### src/rtl/upsample_row_stream.sv
// Streaming 2x horizontal bilinear upsampler for one feature-map row.
// Each accepted pixel is paired with its left neighbour. Every pair produces two
// interpolated samples with 3/4-1/4 shift-add weights. The first and last pixels
// of the row are replicated, so an N-pixel row becomes a 2N-pixel row.
module upsample_row_stream #(
    parameter int unsigned length  = 12,
    parameter int unsigned frac    = 8,
    parameter int unsigned row_len = 8
) (
    input  logic              clk,
    input  logic              rst_n,
    input  logic [length-1:0] s_data,
    input  logic              s_valid,
    output logic              s_ready,
    output logic [length-1:0] m_data,
    output logic              m_valid,
    input  logic              m_ready,
    output logic              m_last
);

    localparam int unsigned      cnt_w     = $clog2(row_len + 1);
    localparam logic [cnt_w-1:0] row_len_c = cnt_w'(row_len);

    // The interpolation needs a left neighbour, and frac must describe bits inside the word.
    if (row_len < 2) begin : g_bad_row_len
        $error("upsample_row_stream: row_len must be >= 2");
    end
    if (frac > length) begin : g_bad_frac
        $error("upsample_row_stream: frac must not exceed length");
    end

    typedef enum logic [1:0] {
        StIdle,
        StWait,
        StEmitQ,
        StLast
    } state_t;

    state_t              state_q, state_d;
    logic [length-1:0]   prev_q, prev_d;
    logic [length-1:0]   cur_q, cur_d;
    logic [cnt_w-1:0]    cnt_q, cnt_d;
    logic [length-1:0]   m_data_q, m_data_d;
    logic                m_valid_q, m_valid_d;
    logic                m_last_q, m_last_d;

    logic                slot_free;
    logic                s_fire;
    logic                m_fire;
    logic                load;
    logic                load_last;

    // Weighted toward a: 3/4 a + 1/4 b. Each term truncates on its own.
    function automatic logic [length-1:0] interp_p(input logic [length-1:0] a,
                                                   input logic [length-1:0] b);
        return (a >> 1) + (a >> 2) + (b >> 2);
    endfunction

    // Weighted toward b: 1/4 a + 3/4 b.
    function automatic logic [length-1:0] interp_q(input logic [length-1:0] a,
                                                   input logic [length-1:0] b);
        return (b >> 2) + (b >> 1) + (a >> 2);
    endfunction

    assign slot_free = !m_valid_q || m_ready;
    assign m_fire    = m_valid_q && m_ready;
    assign s_fire    = s_valid && s_ready;

    // Input handshake: only the pixel-collecting states accept input, and never in reset.
    always_comb begin
        s_ready = 1'b0;
        if (rst_n && (state_q == StIdle || state_q == StWait)) begin
            s_ready = slot_free;
        end
    end

    // Next-state logic for the FSM, the pixel pair registers and the output register.
    always_comb begin
        state_d   = state_q;
        prev_d    = prev_q;
        cur_d     = cur_q;
        cnt_d     = cnt_q;
        m_data_d  = m_data_q;
        m_valid_d = m_valid_q;
        m_last_d  = m_last_q;
        load      = 1'b0;
        load_last = 1'b0;

        unique case (state_q)
            StIdle: begin
                if (s_fire) begin
                    prev_d   = s_data;
                    m_data_d = s_data;
                    cnt_d    = cnt_w'(1);
                    load     = 1'b1;
                    state_d  = StWait;
                end
            end
            StWait: begin
                if (s_fire) begin
                    cur_d    = s_data;
                    m_data_d = interp_p(prev_q, s_data);
                    cnt_d    = cnt_q + 1'b1;
                    load     = 1'b1;
                    state_d  = StEmitQ;
                end
            end
            StEmitQ: begin
                if (slot_free) begin
                    m_data_d = interp_q(prev_q, cur_q);
                    prev_d   = cur_q;
                    load     = 1'b1;
                    state_d  = (cnt_q == row_len_c) ? StLast : StWait;
                end
            end
            StLast: begin
                // Right edge: replicate the final input pixel.
                if (slot_free) begin
                    m_data_d  = prev_q;
                    load      = 1'b1;
                    load_last = 1'b1;
                    state_d   = StIdle;
                end
            end
            default: begin
                state_d = StIdle;
            end
        endcase

        if (load) begin
            m_valid_d = 1'b1;
            m_last_d  = load_last;
        end else if (m_fire) begin
            m_valid_d = 1'b0;
            m_last_d  = 1'b0;
        end
    end

    // State and datapath registers with synchronous active-low reset.
    always_ff @(posedge clk) begin
        if (!rst_n) begin
            state_q   <= StIdle;
            prev_q    <= '0;
            cur_q     <= '0;
            cnt_q     <= '0;
            m_data_q  <= '0;
            m_valid_q <= 1'b0;
            m_last_q  <= 1'b0;
        end else begin
            state_q   <= state_d;
            prev_q    <= prev_d;
            cur_q     <= cur_d;
            cnt_q     <= cnt_d;
            m_data_q  <= m_data_d;
            m_valid_q <= m_valid_d;
            m_last_q  <= m_last_d;
        end
    end

    assign m_data  = m_data_q;
    assign m_valid = m_valid_q;
    assign m_last  = m_last_q;

endmodule

### config.mk
export PLATFORM = sky130hd
export DESIGN_NAME = upsample_row_stream
export DESIGN_NICKNAME = d
export VERILOG_FILES = /design/src/rtl/upsample_row_stream.sv
export SDC_FILE = /design/constraint.sdc
export NUM_CORES = 1
export LEC_CHECK = 0
export ABC_AREA = 1
export CORE_MARGIN = 5
export CORE_UTILIZATION = 45
export DETAILED_ROUTE_END_ITERATION = 10
export PLACE_DENSITY = 0.72
export SYNTH_ARGS = -nofsm -noshare
export SYNTH_HDL_FRONTEND = slang
export SYNTH_SLANG_ARGS = --single-unit
### constraint.sdc
create_clock -name clk -period 5.6 [get_ports clk]
set_input_delay 0.84 -clock clk [delete_from_list [all_inputs] [get_ports clk]]
set_output_delay 0.84 -clock clk [all_outputs]
set_load 0.05 [all_outputs]
==> impl_metrics.tcl <==
set metrics [dict create \
    syn_area_per_cell_um2 7.11 \
    vias 3226 \
    run_status "finished, final reports clean" \
    ios 31 \
    viasPerCell 5.38 \
    routed_wl_um 8900 \
    reg2reg_depth 8 \
    ys_seq_elements 44 \
    die_w_um 96.9 \
    cp.arrival_ps 2800 \
    final-setup-viol-count 0 \
    dieHeight_um 96.9 \
    grt_pass1_vias 2973 \
    syn_nets 538 \
    grt_pass1_wl_um 14700 \
    gr-total-overflow 0 \
    drive_gt1_share_pct 4.59 \
    path_class "in -> out" \
    cp_cell_sequence "clkdlybuf4s50_1, buf_4, inv_2, nor3_4, clkdlybuf4s50_1" \
    drtAntennaViolNets 0 \
    critical_path.slowest_cell "clkdlybuf4s50_1" \
    dieArea_um2 9390 \
    htree_levels 2 \
    clock_latency_ps 310 \
    worst_slew_pin_slew_ps 1060 \
    cts_setup_buffers 0 \
    async_flop_share_pct 0 \
    clockBufferDepth 2 \
    syn_area_um2 3400 \
    min_path_cells 2 \
    synth_edf_count 0 \
    root_buffer "clkbuf_8" \
    path_common_cell "clkdlybuf4s50_1" \
    hold_violations 0 \
    cts_buffers 5 \
    slew_headroom_pct 28.9 \
    syn2layout_area_growth_pct 14.1 \
    hold_end "m_data[1]" \
    skew_ps 4.92 \
    clkTransAtPathRegs_ps 90 \
    initial_core_util_pct 46.6 \
    final_cell_mix "132 x nand2_1, 45 x inv_1, 44 x dfxtp_1" \
    tns_ps 0 \
    dr.pass1.iters 5 \
    p_per_area_nw_per_um2 249 \
    fmax_mhz 275 \
    p_leak_nw 1.81 \
    cp_data_required_time_ps 4760 \
    critPathMaxFanout 38 \
    grt_max_degree 39 \
    r2r_start "state_q[1]" \
    fin_crit_sh_pct 65.0 \
    grtUsageTotal_pct 18.8 \
    worstHoldStart "m_data[1]" \
    hold_slack_ps 469 \
    gp_congestion 0.936 \
    drc 0 \
    ys_warn_count 0 \
    cts_tree "done" \
    drt_iter0_markers 235 \
    peakVddDrop_v 0.000109 \
    rr_endpoint "m_data[4]" \
    ctsHoldBuffers 0 \
    rows 31 \
    portBuffers 30 \
    ys_dominant_reg_cell "dfxtp_1" \
    n_antenna_cell 0 \
    cap_violations 0 \
    r2r_slack_ps 2590 \
    clock_sinks 44 \
    start_kind "input pin" \
    wl_per_cell_um 14.8 \
    fin_crit_ps 3640 \
    antenna_found_initial 0 \
    final_common_cell "nand2_1" \
    rsz0062_at_grt "no" \
    min_path_type "reg -> reg" \
    power_mw 0.964 \
    num-nets-final 561 \
    cpPeakStageDelay_ps 830 \
    cts_resized 0 \
    core_area_um2 7290 \
    fillers 728 \
    ys_seq_area_share_pct 25.9 \
    place_hpwl_um 6630 \
    yosys.cell_types.count 35 \
    drv_slew 0 \
    syn_inst 478 \
    cp-end-kind "output pin" \
]
[routing by layer]
layer | GRT usage, % | vias to the layer above | wire length [um]
met5 | 0 | - | 0
met4 | 5.62 | 0 | 175
met3 | 3.24 | 16 | 507
met2 | 29.3 | 101 | 4030
met1 | 26.5 | 1481 | 4190
li1 | - | 1628 | -
[metrics by stage]
step	worst slack, ps	utilization [%]	instances	instance area [um2]
floorplan	2900	-	478	3400
global placement	1970	51.4	593	3750
detailed placement	1970	51.4	593	3750
CTS	1970	53.2	600	3880
global route	1870	53.2	600	3880
finish	1960	53.2	600	3880
[logic make-up after synthesis]
| kind of cell | after synthesis | synth area share [%] |
|---|---|---|
| simple gates | 217 | 27.7 |
| buf+inv | 64 | 7.81 |
| compound gates | 109 | 17.5 |
| flops | 44 | 25.9 |
| fa+ha+maj | 44 | 21.1 |
[sequential cells by signal (all words and copies together), names as in the netlist]
name     cells
m_data      12
cnt_q        4
prev_q      12
m_last       1
state_q      2
cur_q       12
m_valid      1
[Yosys cell counts, drive strengths merged (2+ instances only)]
master  instances  area share [%]
fa             22              13
a31oi          12             2.2
ha             22             8.1
or2             2            0.37
a41oi           2            0.52
nor3            3            0.77
nor2           31             3.9
nand2         135              15
a21oi          42             6.2
inv            48             5.3
dfxtp          44              26
a21boi          2            0.44
clkbuf          6            0.66
o21ai          43             6.3
nand4           2            0.37
o21a            3            0.66
nand3b          7             1.5
nand3          35             5.2
buf             9             1.7
[cell type report]
cell class	instances	area (um2)	share of cell area [%]
Clock buffer	5	68.8	1.77
Clock inverter	2	60.1	1.55
Inverter	49	185	4.78
Multi-Input combinational cell	370	2250	58.1
Sequential cell	44	881	22.7
Tap cell	99	124	3.19
Timing Repair Buffer	31	308	7.94
[worst max path at each step]
stage	start	to	slack, ps
after global placement	rst_n	s_ready	1970
after floorplan	s_data[3]	m_data[11]	2900
final	rst_n	s_ready	1960
after detailed placement	rst_n	s_ready	1970
after global routing	rst_n	s_ready	1870
after CTS	rst_n	s_ready	1970
[worst max-delay path: cells and delay by family]
family,cells,cell delay [ps]
buf+inv,4,1750
simple gates,1,200
[power by group]
group / leakage [nW] / internal [mW] / switching (mW)
Sequential: 0.360 / 0.333 / 0.0268
Combinational: 1.39 / 0.116 / 0.194
Clock: 0.0642 / 0.176 / 0.119
(Power assumes the default switching activity.)
